===== src/rtl/iob_spi_fl_arb_pkg.sv =====
// iob_spi_fl_arb_pkg: shared encodings for the SPI flash controller arbiter.
// Holds the grant FSM state encoding, the requester/grant encoding and the
// bit offsets of the FL_* command and command-type words. These offsets are
// shared with the SPI peripheral register map.
package iob_spi_fl_arb_pkg;

    typedef enum logic [1:0] {
        ST_IDLE  = 2'd0,
        ST_ISSUE = 2'd1,
        ST_WAIT  = 2'd2,
        ST_RESP  = 2'd3
    } state_t;

    typedef enum logic [1:0] {
        GRANT_NONE  = 2'd0,
        GRANT_CACHE = 2'd1,
        GRANT_SW    = 2'd2
    } grant_t;

    // Command word layout: opcode[7:0], nbits[14:8], dummy[19:16]
    localparam int CMD_OPCODE_LSB  = 0;
    localparam int CMD_NBITS_LSB   = 8;
    localparam int CMD_DUMMY_LSB   = 16;

    // Command type word layout: commtype[2:0]
    localparam int TP_COMMTYPE_LSB = 0;

    // Builds a command word with frame/xip left at zero
    function automatic logic [31:0] make_command(
        input logic [7:0] opcode,
        input logic [6:0] nbits,
        input logic [3:0] dummy
    );
        logic [31:0] word;
        word = '0;
        word[CMD_OPCODE_LSB +: 8] = opcode;
        word[CMD_NBITS_LSB  +: 7] = nbits;
        word[CMD_DUMMY_LSB  +: 4] = dummy;
        return word;
    endfunction

    // Builds a command type word with dtr/4B/spimode left at zero
    function automatic logic [31:0] make_commandtp(input logic [2:0] commtype);
        logic [31:0] word;
        word = '0;
        word[TP_COMMTYPE_LSB +: 3] = commtype;
        return word;
    endfunction

endpackage


===== src/rtl/iob_spi_fl_arb_sel.sv =====
// iob_spi_fl_arb_sel: combinational winner select for the flash arbiter.
// With SPI_FL_ARB_RR_EN defined, conflicts go to the requester that did not
// win last time; otherwise the cache always wins a conflict and no history
// input exists.
module iob_spi_fl_arb_sel
    import iob_spi_fl_arb_pkg::*;
(
    input  logic   c_valid,
    input  logic   s_valid,
`ifdef SPI_FL_ARB_RR_EN
    input  grant_t last,
`endif
    output grant_t winner
);

    // Pick a single winner among the currently valid requesters
    always_comb begin
        winner = GRANT_NONE;
        if (c_valid && s_valid) begin
`ifdef SPI_FL_ARB_RR_EN
            winner = (last == GRANT_CACHE) ? GRANT_SW : GRANT_CACHE;
`else
            winner = GRANT_CACHE;
`endif
        end else if (c_valid) begin
            winner = GRANT_CACHE;
        end else if (s_valid) begin
            winner = GRANT_SW;
        end
    end

endmodule


===== src/rtl/iob_spi_fl_arbiter.sv =====
// iob_spi_fl_arbiter: shares one spi_master_fl controller between the
// instruction-cache read port and the CPU software command port.
// A granted request is latched into the fl_* holding registers, started with
// a one-cycle fl_valid, and the controller result is returned to the winner
// with a one-cycle ready pulse. Optional macro SPI_FL_ARB_RR_EN switches
// conflict resolution from fixed cache priority to round-robin.
module iob_spi_fl_arbiter
    import iob_spi_fl_arb_pkg::*;
#(
    parameter int          ADDR_W      = 24,
    parameter int          DATA_W      = 32,
    parameter logic [7:0]  CACHE_CMD   = 8'h0B,
    parameter logic [2:0]  CACHE_CMDTP = 3'd1,
    parameter logic [3:0]  CACHE_DUMMY = 4'd8,
    parameter logic [6:0]  CACHE_NBITS = 7'd32
) (
    input  logic              clk,
    input  logic              rst,
    input  logic              c_valid,
    input  logic [ADDR_W-1:0] c_addr,
    output logic [DATA_W-1:0] c_rdata,
    output logic              c_ready,
    input  logic              s_valid,
    input  logic [31:0]       s_addr,
    input  logic [31:0]       s_command,
    input  logic [31:0]       s_commandtp,
    output logic [DATA_W-1:0] s_rdata,
    output logic              s_ready,
    output logic              fl_valid,
    output logic [31:0]       fl_address,
    output logic [31:0]       fl_command,
    output logic [31:0]       fl_commandtp,
    input  logic [DATA_W-1:0] fl_rdata,
    input  logic              fl_ready,
    output logic              busy
);

    state_t state;
    grant_t grant;
    grant_t winner;
`ifdef SPI_FL_ARB_RR_EN
    grant_t last;
`endif

    iob_spi_fl_arb_sel u_sel (
        .c_valid (c_valid),
        .s_valid (s_valid),
`ifdef SPI_FL_ARB_RR_EN
        .last    (last),
`endif
        .winner  (winner)
    );

    // Grant FSM: latch the winner's request, pulse fl_valid, wait for the
    // controller, then pulse the winner's ready; all outputs are registered
    always_ff @(posedge clk or posedge rst) begin
        if (rst) begin
            state        <= ST_IDLE;
            grant        <= GRANT_NONE;
`ifdef SPI_FL_ARB_RR_EN
            last         <= GRANT_SW;
`endif
            fl_valid     <= 1'b0;
            c_ready      <= 1'b0;
            s_ready      <= 1'b0;
            busy         <= 1'b0;
            fl_address   <= '0;
            fl_command   <= '0;
            fl_commandtp <= '0;
            c_rdata      <= '0;
            s_rdata      <= '0;
        end else begin
            fl_valid <= 1'b0;
            c_ready  <= 1'b0;
            s_ready  <= 1'b0;
            case (state)
                ST_IDLE: begin
                    if (winner != GRANT_NONE) begin
                        grant    <= winner;
                        fl_valid <= 1'b1;
                        busy     <= 1'b1;
                        state    <= ST_ISSUE;
                        if (winner == GRANT_CACHE) begin
                            fl_address   <= 32'(c_addr);
                            fl_command   <= make_command(CACHE_CMD, CACHE_NBITS, CACHE_DUMMY);
                            fl_commandtp <= make_commandtp(CACHE_CMDTP);
                        end else begin
                            fl_address   <= s_addr;
                            fl_command   <= s_command;
                            fl_commandtp <= s_commandtp;
                        end
                    end
                end
                ST_ISSUE: begin
                    state <= ST_WAIT;
                end
                ST_WAIT: begin
                    if (fl_ready) begin
                        if (grant == GRANT_CACHE) begin
                            c_rdata <= fl_rdata;
                            c_ready <= 1'b1;
                        end else begin
                            s_rdata <= fl_rdata;
                            s_ready <= 1'b1;
                        end
                        state <= ST_RESP;
                    end
                end
                ST_RESP: begin
`ifdef SPI_FL_ARB_RR_EN
                    last  <= grant;
`endif
                    grant <= GRANT_NONE;
                    busy  <= 1'b0;
                    state <= ST_IDLE;
                end
                default: begin
                    state <= ST_IDLE;
                end
            endcase
        end
    end

endmodule


===== config.mk =====
export PLATFORM = sky130hd
export DESIGN_NAME = iob_spi_fl_arbiter
export DESIGN_NICKNAME = d
export VERILOG_FILES = /design/src/rtl/iob_spi_fl_arb_pkg.sv /design/src/rtl/iob_spi_fl_arb_sel.sv /design/src/rtl/iob_spi_fl_arbiter.sv
export SDC_FILE = /design/constraint.sdc
export NUM_CORES = 1
export LEC_CHECK = 0
export ABC_AREA = 0
export ABC_CLOCK_PERIOD_IN_PS = 8700
export BUFFER_PORTS_ARGS = -buffer_cell sky130_fd_sc_hd__buf_2
export CORE_AREA = 2 2 125 127
export DETAILED_ROUTE_END_ITERATION = 7
export DIE_AREA = 0 0 127 129
export PLACE_DENSITY = 0.72
export REMOVE_ABC_BUFFERS = 1
export SLEW_MARGIN = 20
export SYNTH_ARGS = -nofsm -noshare
export SYNTH_HDL_FRONTEND = slang
export SYNTH_SLANG_ARGS = --single-unit

===== constraint.sdc =====
create_clock -name clk -period 8.7 [get_ports clk]
set_input_delay 0.87 -clock clk [delete_from_list [all_inputs] [get_ports clk]]
set_output_delay 0.87 -clock clk [all_outputs]
set_load 0.01 [all_outputs]

# ---- Word level (Yosys, flattened, before mapping)
# Cells that the tools add are included.
dict set report op_classes {
  reduce_logical 9
  n_mux 21
  eq_ne 7
  bitwise_logic 1
}
# operator n
set op_table {}
lappend op_table {{$mux W32} 3}
lappend op_table {{$mux W2} 6}
lappend op_table {{$mux W1} 9}
lappend op_table {{$pmux W2 S4} 1}
lappend op_table {{$eq A2 B1 Y1 const B} 3}
lappend op_table {{$reduce_and A2 Y1} 3}
lappend op_table {{$reduce_and A3 Y1} 2}
lappend op_table {{$eq A2 B2 Y1 const B} 2}
lappend op_table {{$ne A2 B2 Y1 const B} 2}
lappend op_table {{$pmux W2 S2} 1}
lappend op_table {{$reduce_bool A2 Y1} 2}
lappend op_table {{$logic_not A2 Y1} 1}
lappend op_table {{$pmux W1 S2} 1}
lappend op_table {{$logic_and A1 B1 Y1} 1}
lappend op_table {{$not A1 Y1} 1}
dict set report totals {
  in_bits 157
  output_inout_bits 164
  register_bits 168
  word_cells 49
}

# ---- Depth between registers and ports, before layout
# Gate-level depths: netlist of the first run.
dict set report logic_depth {
  depth_word 6
  mapped_depth 7
  ltp_nobuf 5
}

# ---- By module
# A second synthesis of the first run with hierarchy kept.
dict set report hier_totals {
  hier_cells 465
  area_unflattened_um2 6535.0
}
# module area_each_um2 seq_area_each_um2 cells_per_inst instances
set by_module_without_submodules {}
lappend by_module_without_submodules {iob_spi_fl_arbiter 6525.0 4204.0 463 1}
lappend by_module_without_submodules {iob_spi_fl_arb_sel 10.0 0.0 2 1}

# ---- Worst setup path before layout of the first run
# No wires, ideal clock.
dict set report synth_timing {
  path_type {input to register}
  startpoint {input port c_valid}
  endpoint {register busy}
  t_required_ps 8579
  setup_ps 121
  path_slack_ps 6913
  path_stages 4
  path_buffers 1
  t_arrival_ps 1666
  path_cell_list {buf_4 > nor2_1 > mux2_2 > a22o_1}
}
dict set report synth_via {
  elab_chain_cells 5
  word_cells_on_any_way 6
  classes_between {eq/ne (1); mux (2); reduce/logical (3)}
}
# element line
set synth_rtl {}
lappend synth_rtl {{from (decl)} iob_spi_fl_arbiter.sv:19} ;# input logic c_valid,
lappend synth_rtl {{$mux W2 or $logic_and A1 B1 Y1 (tied branches)} {iob_spi_fl_arb_sel.sv:25, iob_spi_fl_arb_sel.sv:19}}
lappend synth_rtl {{$mux W2 (*)} iob_spi_fl_arb_sel.sv:19} ;# if (c_valid && s_valid) begin
lappend synth_rtl {{$reduce_bool A2 Y1 (*)} iob_spi_fl_arbiter.sv:78} ;# if (winner != GRANT_NONE) begin
lappend synth_rtl {{$ne A2 B2 Y1 (no source line) (*)} -}
lappend synth_rtl {{$reduce_and A2 Y1 (no source line) (*)} -}
lappend synth_rtl {{to (signal assigned)} iob_spi_fl_arbiter.sv:66} ;# busy <= 1'b0;
lappend synth_rtl {{to (signal assigned)} iob_spi_fl_arbiter.sv:81} ;# busy <= 1'b1;
lappend synth_rtl {{to (signal assigned)} iob_spi_fl_arbiter.sv:114} ;# busy <= 1'b0;
lappend synth_rtl {{to (decl)} iob_spi_fl_arbiter.sv:35} ;# output logic busy
# Mark *: on every way between the ends. The rest lies on a longest branch, timed or not.
# A chain may end at the register's enable or synchronous reset.

# ---- Worst setup path in the final report of the first run
dict set report layout_timing {
  startpoint {input port c_valid}
  endpoint {register fl_commandtp[0]}
}
dict set report layout_via {
  elab_chain_cells 4
  word_cells_on_any_way 7
  classes_between {eq/ne (1); mux (3); reduce/logical (3)}
}
# element line
set layout_rtl {}
lappend layout_rtl {{$mux W2 or $logic_and A1 B1 Y1 (tied branches)} {iob_spi_fl_arb_sel.sv:25, iob_spi_fl_arb_sel.sv:19}}
lappend layout_rtl {{$mux W2 (*)} iob_spi_fl_arb_sel.sv:19}
lappend layout_rtl {{$eq A2 B1 Y1 or $reduce_bool A2 Y1 (tied branches)} {iob_spi_fl_arbiter.sv:83, iob_spi_fl_arbiter.sv:78}}
lappend layout_rtl {{$mux W32 or $reduce_and A2 Y1 (tied branches)} -}
lappend layout_rtl {{to (signal assigned)} iob_spi_fl_arbiter.sv:86} ;# fl_commandtp <= make_commandtp(CACHE_CMDTP);
lappend layout_rtl {{to (signal assigned)} iob_spi_fl_arbiter.sv:90} ;# fl_commandtp <= s_commandtp;
lappend layout_rtl {{to (decl)} iob_spi_fl_arbiter.sv:32} ;# output logic [31:0] fl_commandtp,
# Marked as above.

==> impl_summary.txt, run 1 <==
----------------------------------------------------
[Die]
  Die outline width ... 127 um
  Placeable core region ... 15000 sq um
  Initial cell density of the core ... 43.1%
  Overall die area ... 16400 sq um
  Die height ... 129 um
  Row Count ... 45
  Total I/O pin count ... 321

[Drt]
  Total wire length after detailed routing ... 15.7 mm
  Average vias per placed instance ... 4.99
  Via count ... 4739
  Post-route antenna net violation count ... 0
  Iteration count of the initial detailed-routing pass ... 4
  Drt first-iter violations ... 227
  Average wire length per cell after detail routing ... 16.5 um
  Total DRC errors in the routed layout ... 0

[Placed design]
  Post-placement cell area ... 8120 sq um
  Port Buf Inserts ... 320
  Detailed Place HPWL ... 11.3 mm
  GPL Wtd Cong ... 0.777

[Critical path]
  Reg2Reg Launch Point ... state[0]$_DFFE_PP0P_
  Highest fanout seen on the critical path ... 82
  Endpoint arrival time on the critical path ... 3.19 ns
  R2R Setup Slk ... 6.34 ns
  Reg2reg path depth ... 6
  Reg-to-reg endpoint ... fl_commandtp[0]$_DFFE_PP0P_
  Sort of element at the end of the critical path ... flip-flop
  Type of origin of the critical path ... input pin
  CP Data Required Time ... 9.00 ns
  Kind of critical path ... in2reg

[Clock network]
  Clock slew at the register clock pins of the worst setup and hold paths ... 0.06 ns
  Number of H-tree branching levels ... 4
  Clk sink count ... 168
  Post-CTS Hold Buffers ... 0
  Root Buffer ... sky130_fd_sc_hd__clkbuf_16
  Post-CTS resize count ... 0
  Source-to-sink clock delay at the later pin of the worst-skew pair ... 0.42 ns
  Number of buffers inserted during clock tree synthesis ... 17
  Post-CTS Setup Bufs ... 0
  TritonCTS clock tree ... built
  Max Buffers Root-to-Sink ... 2

[Worst hold path]
  HP Class ... reg2reg
  Startpoint of the worst hold path ... fl_address[14]$_DFFE_PP0P_
  Number of stages on the worst hold path ... 2
  Hold endpoint ... fl_address[14]$_DFFE_PP0P_

[Synthesis]
  Total of warnings raised by yosys ... 0
  Distinct cell type count after synthesis ... 26
  Netlist area before placement ... 6460 sq um
  Synthesized instance count ... 437
  Synth Register Bits ... 168
  Post-synthesis sequential area ratio ... 65.1%
  Per-instance average area after synthesis ... 14.8 sq um

[STA]
  Portion of the clock cycle consumed by the worst path in the final layout ... 33.2%
  Clk_skew ... 0.00741 ns
  Time the final worst path needs with I/O delays and setup ... 2.89 ns
  Setup-violating endpoint count in the final report ... 0
  Achievable Freq ... 346 MHz
  Accumulated negative setup slack ... 0 ns
  Count of final hold-check violations ... 0
  Tightest slew margin relative to the limit ... 34.9%
  Unrepaired setup endpoints after global routing ... false
  Hold WS ... 0.475 ns
  Slew at the pin closest to its max-slew limit ... 0.976 ns
  Slew Limit Fails ... 0

[Power]
  Switching power as a share of total power ... 34.0%
  Power spent charging and discharging nets ... 0.00114 W
  Worst vdd ir ... 0.000153 V
  Relative contribution of combinational cells to total power ... 37.1%
  Internal power of the cells ... 0.00222 W
  Sequential group share of total power ... 40.9%
  Clk network pwr share ... 22.0%
  Static Leak ... 4.62 nW
  Power per unit of standard cell area ... 387 nW/um^2
  Overall power consumption ... 0.00337 W

[Final layout]
  Syn-to-layout area delta ... 34.8%
  Diode insertion count for antenna repair ... 0
  Final design utilization ... 58.2%
  Share of cells above drive strength 1 ... 55.2%
  Final net count ... 911
  Top library cells by usage in the layout, fill and taps aside ... sky130_fd_sc_hd__buf_2, sky130_fd_sc_hd__dfrtp_1, sky130_fd_sc_hd__a22o_1
  Most frequent standard cell in the layout excluding fill and tap cells ... sky130_fd_sc_hd__buf_2
  Final Cell Area ... 8710 sq um

[Global route]
  Overflow left after global routing ... 0
  Global-route wire length before repair ... 24.2 mm
  Maximum number of pins on one net before global-route repair ... 91
  Via count of the first global-routing pass ... 4731
  Antenna violations before repair ... 1
  All-layer global routing usage ... 19.0%

[Run]
  Number of violations of the max-capacitance limit ... 0

[Status]
  Result of the run ... completed

----------------------------------------------------
-- worst max-delay path by stage --
stage	startpoint	end	slack (ns)	depth (start not counted)
after global placement	c_valid	fl_commandtp[0]$_DFFE_PP0P_	5.46	5
final	c_valid	fl_commandtp[0]$_DFFE_PP0P_	5.81	5
after CTS	c_valid	fl_commandtp[0]$_DFFE_PP0P_	5.79	5
after global routing	c_valid	fl_commandtp[0]$_DFFE_PP0P_	5.56	5
after detailed placement	c_valid	fl_command[13]$_DFFE_PP0P_	5.34	5
after floorplan	rst	busy$_DFFE_PP0P_	3.28	1
-- worst max-delay path, cell delays in order --
cell	delay [ns]
sky130_fd_sc_hd__buf_2	0.36
sky130_fd_sc_hd__o21ai_4	0.81
sky130_fd_sc_hd__buf_4	0.71
sky130_fd_sc_hd__inv_2	0.17
sky130_fd_sc_hd__o22a_1	0.24
-- kinds of logic (layout without fill, tap and decap cells) --
group                      count (synthesis)  in the layout  share of synthesized area, %
adders and majority gates                  4              4                         0.774
and+or+nand+nor                           36             36                          2.79
AOI/OAI and AO/OA                        103            103                          12.4
buffers and inverters                     35            360                          3.56
muxes                                     91             91                          15.4
DFF                                      168            168                          65.1
-- state kept, by name, summed over array words and instances, names as in the netlist --
name	count
fl_address	32
fl_valid	1
fl_commandtp	32
state	2
s_ready	1
c_rdata	32
c_ready	1
s_rdata	32
grant	2
fl_command	32
busy	1
-- per-stage QoR --
stage                     instances  setup slack, ns
final                           950             5.81
after floorplan                 409             3.28
after global routing            950             5.56
after CTS                       950             5.79
after global placement          919             5.46
after detailed placement        919             5.34
-- power groups by stage --
| stage | Sequential [W] | Combinational (W) | Clock, W |
|---|---|---|---|
| after floorplan | 0.00156 | 0.000514 | 0 |
| after global placement | 0.00137 | 0.00124 | 0 |
| after detailed placement | 0.00138 | 0.00127 | 0 |
| after CTS | 0.00138 | 0.00127 | 0.000762 |
| after global routing | 0.00143 | 0.00137 | 0.000793 |
| final | 0.00138 | 0.00125 | 0.000739 |
-- cells in the mapped netlist --
library cell	number	share of area [%]
sky130_fd_sc_hd__mux2_1	7	1.2
sky130_fd_sc_hd__nor2b_2	1	0.14
sky130_fd_sc_hd__nor2b_4	1	0.21
sky130_fd_sc_hd__nor2_1	2	0.12
sky130_fd_sc_hd__buf_2	10	0.77
sky130_fd_sc_hd__a22o_1	68	9.2
sky130_fd_sc_hd__nand2_1	28	1.6
sky130_fd_sc_hd__o32a_1	1	0.15
sky130_fd_sc_hd__nand3_4	1	0.27
sky130_fd_sc_hd__a31oi_1	1	0.097
sky130_fd_sc_hd__and2_4	1	0.14
sky130_fd_sc_hd__clkbuf_1	6	0.35
sky130_fd_sc_hd__o21ai_0	24	1.9
sky130_fd_sc_hd__buf_4	1	0.12
sky130_fd_sc_hd__inv_2	1	0.058
sky130_fd_sc_hd__ha_1	4	0.77
sky130_fd_sc_hd__mux2_2	60	10
sky130_fd_sc_hd__a21oi_1	2	0.15
sky130_fd_sc_hd__o22a_1	6	0.81
sky130_fd_sc_hd__nor2_4	1	0.17
sky130_fd_sc_hd__nor3b_1	1	0.12
sky130_fd_sc_hd__o21ai_2	1	0.14
sky130_fd_sc_hd__buf_6	11	1.9
sky130_fd_sc_hd__inv_1	6	0.35
sky130_fd_sc_hd__dfrtp_1	168	65
sky130_fd_sc_hd__mux2i_1	24	3.7
-- area by class of cell --
type / instances / area, sq um
fill: 1225 / 6270
tap: 188 / 235
multi-input combinational: 234 / 2040
sequential: 168 / 4200
timing repair buffer: 322 / 1620
clock inverter: 11 / 121
clock buffer: 20 / 467
inverter: 7 / 31.3
-- routing by layer --
metal	routed length [um]	global-route usage, %
met1	6590	24.6
met2	7560	30.8
met3	1240	5.36
met4	274	7.18
met5	11	0
Power figures use the tool's default switching activity.
==> inputs of run 2 (changes only) <==
- ABC_AREA: 0 -> 1
- ABC_CLOCK_PERIOD_IN_PS: 8700 -> 2900
- CORE_AREA: 2 2 125 127 -> 2 2 124 126
- DIE_AREA: 0 0 127 129 -> 0 0 126 128
- PLACE_DENSITY: 0.72 -> 0.76
- clock period: 8.7 -> 2.9 ns (I/O delays scaled with it)
==> run 2 against run 1 <==
Wire length is 15% higher. Final cell count is 39% higher. Total power grew to 3.0 times the previous value. Register-to-register slack worse by 5.4 ns. Utilization is 3.5 points higher. Sequential power grew to 3.0 times the previous value. Highest routed layer unchanged. Hold slack worse by 0.45 ns. Clock skew is 0.0030 ns higher. Cell area is 5.2% higher. Non-clock buffer count is 7 higher. Sequential share of layout area is 2.4 points lower.
==> impl_summary.txt, run 2 <==
----------------------------------------------------
[STA]
  Portion of the clock cycle consumed by the worst path in the final layout ... 68.7%
  Time the final worst path needs with I/O delays and setup ... 1.99 ns
  Clk_skew ... 0.0104 ns
  Tightest slew margin relative to the limit ... 49.7%
  Slew at the pin closest to its max-slew limit ... 0.755 ns
  Setup slack of the critical path after layout ... 0.907 ns
  Slew Limit Fails ... 0
  Unrepaired setup endpoints after global routing ... false
  Count of final hold-check violations ... 0
  Setup-violating endpoint count in the final report ... 0
  Achievable Freq ... 502 MHz

[Die]
  Die outline width ... 126 um
  Initial cell density of the core ... 46.1%
  Placeable core region ... 14900 sq um
  Die height ... 128 um
  Total I/O pin count ... 321
  Row Count ... 45
  Overall die area ... 16100 sq um

[Global route]
  Maximum number of pins on one net before global-route repair ... 94
  All-layer global routing usage ... 22.5%
  Antenna violations before repair ... 5
  Via count of the first global-routing pass ... 5843
  Global-route wire length before repair ... 28.9 mm
  Overflow left after global routing ... 0

[Drt]
  Uppermost signal routing layer after detailed routing ... met5
  Average vias per placed instance ... 4.65
  Post-route antenna net violation count ... 0
  Total wire length after detailed routing ... 18.0 mm
  Routed met2 length ... 8.60 mm
  Met3 Wirelength ... 1.56 mm
  Iteration count of the initial detailed-routing pass ... 5
  Total DRC errors in the routed layout ... 0
  Via count ... 6113
  Average wire length per cell after detail routing ... 13.7 um
  Drt first-iter violations ... 347
  Detailed-route wire length on metal 1 ... 7.48 mm

[Critical path]
  Reg2Reg Launch Point ... state[0]$_DFFE_PP0P_
  R2R Setup Slk ... 0.91 ns
  Endpoint arrival time on the critical path ... 2.33 ns
  Reg-to-reg endpoint ... fl_commandtp[26]$_DFFE_PP0P_
  Sort of element at the end of the critical path ... flip-flop
  Type of origin of the critical path ... flip-flop
  Highest fanout seen on the critical path ... 44
  Reg2reg path depth ... 5
  Crit-path max cell delay ... 0.48 ns
  Critical path's slowest cell ... sky130_fd_sc_hd__nand3_4
  Kind of critical path ... reg2reg
  Critical path launch point ... state[0]$_DFFE_PP0P_
  CP Data Required Time ... 3.23 ns
  Cells along the critical path ... inv_1, ha_1, nand3_4, buf_12, o21ai_1

[Run]
  Number of violations of the max-capacitance limit ... 0

[Clock network]
  Root Buffer ... sky130_fd_sc_hd__clkbuf_16
  Clock slew at the register clock pins of the worst setup and hold paths ... 0.07 ns
  Number of buffers inserted during clock tree synthesis ... 17
  TritonCTS clock tree ... built
  Number of H-tree branching levels ... 4
  Post-CTS Hold Buffers ... 0
  Post-CTS resize count ... 0
  Post-CTS Setup Bufs ... 0
  Clk sink count ... 168
  Max Buffers Root-to-Sink ... 2
  Source-to-sink clock delay at the later pin of the worst-skew pair ... 0.41 ns

[Synthesis]
  Post-synthesis sequential area ratio ... 61.3%
  Library cell with the highest instance count after synthesis ... sky130_fd_sc_hd__nand2_1
  Total of warnings raised by yosys ... 0
  Per-instance average area after synthesis ... 8.57 sq um
  Cell taking the most area after synthesis ... sky130_fd_sc_hd__dfrtp_1
  Synth top area cells ... sky130_fd_sc_hd__dfrtp_1, sky130_fd_sc_hd__nand2_1, sky130_fd_sc_hd__o21ai_1
  Synth Register Bits ... 168
  Synthesized instance count ... 800
  Share of synthesized registers carrying an async set or reset ... 100%
  Most used DFF post-synth ... sky130_fd_sc_hd__dfrtp_1
  Leading cell types by count after synthesis ... sky130_fd_sc_hd__nand2_1, sky130_fd_sc_hd__dfrtp_1, sky130_fd_sc_hd__inv_1
  Netlist area before placement ... 6860 sq um
  Distinct cell type count after synthesis ... 18
  Share of Yosys cell area claimed by the top area cell type ... 61.3%
  Number of synthesized flops with an enable pin ... 0

[Power]
  Worst vdd ir ... 0.000474 V
  Power per unit of standard cell area ... 1100 nW/um^2
  Static Leak ... 5.56 nW
  Overall power consumption ... 0.0100 W

[Status]
  Result of the run ... completed

[Worst hold path]
  HP Class ... in2async

[Final layout]
  Final Cell Area ... 9160 sq um
  Most frequent standard cell in the layout excluding fill and tap cells ... sky130_fd_sc_hd__nand2_1
  Final design utilization ... 61.6%
  Share of cells above drive strength 1 ... 32.8%
  Final net count ... 1272
  Top library cells by usage in the layout, fill and taps aside ... sky130_fd_sc_hd__nand2_1, sky130_fd_sc_hd__buf_2, sky130_fd_sc_hd__dfrtp_1
  Syn-to-layout area delta ... 33.6%

[Placed design]
  GPL Wtd Cong ... 0.832
  Post-placement cell area ... 8570 sq um
  Setup Slack @ Placement ... 0.901 ns
  Port Buf Inserts ... 320
  Detailed Place HPWL ... 12.8 mm

----------------------------------------------------
## run 2: cell count changes in the layout (fill, tap and decap cells not counted), moves of 6 or more
cell / change
sky130_fd_sc_hd__o21ai_1: +66
sky130_fd_sc_hd__a22o_1: -68
sky130_fd_sc_hd__mux2_2: -60
sky130_fd_sc_hd__o21ai_0: -24
sky130_fd_sc_hd__nor2_1: +17
sky130_fd_sc_hd__mux2_1: -7
sky130_fd_sc_hd__inv_1: +68
sky130_fd_sc_hd__mux2i_1: -24
sky130_fd_sc_hd__o22a_1: -6
sky130_fd_sc_hd__nand2_1: +389
sky130_fd_sc_hd__nand3_1: +6
## run 2: power by group
group / internal [W] / total, W / switching [W]
registers: 0.00348 / 0.00409 / 0.000606
clock network: 0.00129 / 0.00224 / 0.000954
logic: 0.00147 / 0.00371 / 0.00224
## run 2: how the worst max path moves through the flow
stage | to | slack (ns) | cells past startpoint
floorplan | busy$_DFFE_PP0P_ | -1.94 | 1
global placement | fl_command[28]$_DFFE_PP0P_ | 0.95 | 5
detailed placement | fl_commandtp[18]$_DFFE_PP0P_ | 0.90 | 5
CTS | fl_commandtp[18]$_DFFE_PP0P_ | 0.89 | 5
global route | fl_commandtp[21]$_DFFE_PP0P_ | 0.76 | 5
finish | fl_commandtp[26]$_DFFE_PP0P_ | 0.91 | 5
## run 2: per-layer routing
metal / up-vias / global-route usage [%]
met5: - / 0
met4: 2 / 8.53
met3: 25 / 6.76
met2: 242 / 36.9
met1: 2814 / 28.4
li1: 3030 / -
## run 2: critical path, delay by kind of cell, from the launching register on
family,cells,cell delay (ns)
AND/OR/NAND/NOR,1,0.48
buffers and inverters,2,0.47
flip-flops,1,0.40
adder cells (fa/ha/maj),1,0.36
AO/OA/AOI/OAI,1,0.14
## run 2: layout make-up
type,count,area [sq um]
diodes,4,10.0
clock buffers,17,425
clock inverters,15,161
fillers,1338,5700
inverters,76,290
multi-input cells,519,2120
flip-flops and latches,168,4200
well taps,188,235
repair buffers,329,1720
## run 2: cell families (layout without fill, tap and decap cells)
| family | Yosys count | in the layout | synth area share [%] |
|---|---|---|---|
| AND/OR/NAND/NOR | 448 | 448 | 25.1 |
| flip-flops | 168 | 168 | 61.3 |
| other | 0 | 4 | 0 |
| buffers and inverters | 113 | 437 | 7.95 |
| adder cells (fa/ha/maj) | 4 | 4 | 0.730 |
| AO/OA/AOI/OAI | 67 | 67 | 4.94 |
## run 2: metrics by stage
step	setup TNS, ns	instances	hold slack (ns)
2_1_floorplan	-325.37	763	0.400
3_5_place_dp	0	1280	0.454
5_1_grt	0	1316	0.0656
3_3_place_gp	0	1280	0.449
6_report	0	1316	0.0241
4_1_cts	0	1312	0.0518
==> inputs of run 3 (changes only) <==
- ABC_CLOCK_PERIOD_IN_PS: 2900 -> 2050
- clock period: 2.9 -> 2.05 ns (I/O delays scaled with it)
==> run 3 against run 2 <==
Final cell count grew 5.2%. Maximum frequency grew 19%. Non-clock buffer count is 71 higher. Wire length grew 11%. Clock power is 41% higher. Global-route usage up 2.5 points. Hold slack got worse by 0.0047 ns. Die area unchanged. Clock skew is 0.00060 ns lower. Utilization grew 4.7 points. Worst setup slack lost 0.53 ns. Critical endpoint is now fl_command[21]$_DFFE_PP0P_.
==> impl_summary.txt, run 3 (synthesis results as in run 2) <==
----------------------------------------------------
[Global route]
  Maximum number of pins on one net before global-route repair ... 73
  Global-route wire length before repair ... 31.9 mm
  All-layer global routing usage ... 25.0%
  Via count of the first global-routing pass ... 6252
  Overflow left after global routing ... 0
  Antenna violations before repair ... 1

[Power]
  Overall power consumption ... 0.0144 W
  Power per unit of standard cell area ... 1460 nW/um^2
  Worst vdd ir ... 0.000721 V
  Static Leak ... 5.86 nW

[Final layout]
  Final net count ... 1343
  Sequential cell area ... 4200 sq um
  Area taken by multi-input logic gates ... 2120 sq um
  Most frequent standard cell in the layout excluding fill and tap cells ... sky130_fd_sc_hd__nand2_1
  Top library cells by usage in the layout, fill and taps aside ... sky130_fd_sc_hd__nand2_1, sky130_fd_sc_hd__buf_2, sky130_fd_sc_hd__dfrtp_1
  Final design utilization ... 66.3%
  Share of cells above drive strength 1 ... 31.4%
  Syn-to-layout area delta ... 43.7%
  Layout filler cell count ... 1175
  Post-layout instance count excluding filler cells ... 1385

[STA]
  Tightest slew margin relative to the limit ... 63.9%
  Portion of the clock cycle consumed by the worst path in the final layout ... 81.8%
  Achievable Freq ... 597 MHz
  Count of final hold-check violations ... 0
  Time the final worst path needs with I/O delays and setup ... 1.68 ns
  Setup-violating endpoint count in the final report ... 0
  Hold WS ... 0.0193 ns
  Clk_skew ... 0.00982 ns
  Unrepaired setup endpoints after global routing ... false
  Accumulated negative setup slack ... 0 ns
  Slew Limit Fails ... 0
  Slew at the pin closest to its max-slew limit ... 0.541 ns

[Clock network]
  Clock slew at the register clock pins of the worst setup and hold paths ... 0.07 ns
  Number of H-tree branching levels ... 4
  Number of buffers inserted during clock tree synthesis ... 17
  Clk sink count ... 168
  Root Buffer ... sky130_fd_sc_hd__clkbuf_16
  Source-to-sink clock delay at the later pin of the worst-skew pair ... 0.42 ns
  Max Buffers Root-to-Sink ... 2
  Post-CTS resize count ... 0
  TritonCTS clock tree ... built

[Drt]
  Average wire length per cell after detail routing ... 14.5 um
  Total wire length after detailed routing ... 20.1 mm
  Drt first-iter violations ... 322
  Post-route antenna net violation count ... 0
  Via count ... 6524
  Average vias per placed instance ... 4.71
  Iteration count of the initial detailed-routing pass ... 4
  Total DRC errors in the routed layout ... 0

[Status]
  Result of the run ... completed

[Placed design]
  Post-Place Cells ... 1286
  Detailed Place HPWL ... 13.1 mm
  GPL Wtd Cong ... 0.829
  Port Buf Inserts ... 320

[Critical path]
  Reg2Reg Launch Point ... state[0]$_DFFE_PP0P_
  Sort of element at the end of the critical path ... flip-flop
  Highest fanout seen on the critical path ... 50
  R2R Setup Slk ... 0.37 ns
  Cell type group with the largest total delay on the critical path ... buffers and inverters
  Combined buffer and inverter count along the critical path ... 2
  Reg-to-reg endpoint ... fl_command[21]$_DFFE_PP0P_
  Critical path's slowest cell ... sky130_fd_sc_hd__buf_4
  Endpoint arrival time on the critical path ... 2.02 ns
  Type of origin of the critical path ... flip-flop
  Crit-path max cell delay ... 0.46 ns
  Reg2reg path depth ... 6
  Cells along the critical path ... inv_1, ha_1, o21ai_4, buf_4, nand2_1, o21ai_1
  Critical path launch point ... state[0]$_DFFE_PP0P_
  CP Data Required Time ... 2.40 ns
  Kind of critical path ... reg2reg

[Run]
  Number of violations of the max-capacitance limit ... 0

[Die]
  Die height ... 128 um
  Placeable core region ... 14900 sq um
  Initial cell density of the core ... 46.1%
  Overall die area ... 16100 sq um
  Total I/O pin count ... 321
  Die outline width ... 126 um
  Row Count ... 45

[Worst hold path]
  Hold endpoint ... s_rdata[2]$_DFFE_PP0P_
  Number of stages on the worst hold path ... 3
  HP Class ... in2reg
  Startpoint of the worst hold path ... fl_rdata[2]

----------------------------------------------------
==> run 3: area by class of cell <==
cell class,count,share of cell area [%]
sequential,168,42.6
timing repair buffer,400,24.5
multi-input combinational,519,21.5
clock buffer,21,4.87
inverter,76,2.94
tap,188,2.39
clock inverter,11,1.13
antenna,2,0.0508
==> run 3: layer usage <==
| metal | global-route usage [%] | wire length (um) | up-vias | share of wire, % |
|---|---|---|---|---|
| li1 | - | - | 3169 | - |
| met5 | 0 | 0 | - | 0 |
| met3 | 7.18 | 1560 | 29 | 7.8 |
| met2 | 43.6 | 10200 | 294 | 51 |
| met1 | 30.0 | 8000 | 3032 | 40 |
| met4 | 8.27 | 343 | 0 | 1.7 |
==> run 3: tightest hold or removal path, stage by stage <==
cell	delay (ns)
sky130_fd_sc_hd__buf_2	0.10
sky130_fd_sc_hd__nand2_1	0.05
sky130_fd_sc_hd__nand2_1	0.05
==> run 3: how the worst max path moves through the flow <==
stage	slack, ns	cells after the start	endpoint
6_report	0.37	6	fl_command[21]$_DFFE_PP0P_
5_1_grt	0.27	6	fl_command[12]$_DFFE_PP0P_
4_1_cts	0.38	6	fl_command[12]$_DFFE_PP0P_
3_5_place_dp	0.39	6	fl_command[12]$_DFFE_PP0P_
3_3_place_gp	0.47	6	fl_commandtp[8]$_DFFE_PP0P_
2_1_floorplan	-2.70	1	busy$_DFFE_PP0P_
==> run 3: through the flow <==
stage | cell area [sq um] | worst slack, ns
floorplan | 6600 | -2.70
global placement | 8610 | 0.475
detailed placement | 8610 | 0.392
CTS | 9850 | 0.384
global route | 9860 | 0.273
finish | 9860 | 0.374
==> run 3: what timing repair did <==
action	4_1_cts	5_1_grt
buffers inserted	0	0
hold buffers	65	0
endpoints found under the hold margin	136	0
==> run 3: report_power, final <==
part / internal (W) / leakage, nW / switching [W]
combinational: 0.00217 / 3.42 / 0.00324
clock: 0.00183 / 0.293 / 0.00133
sequential: 0.00492 / 2.15 / 0.000899
total: 0.00892 / 5.86 / 0.00547
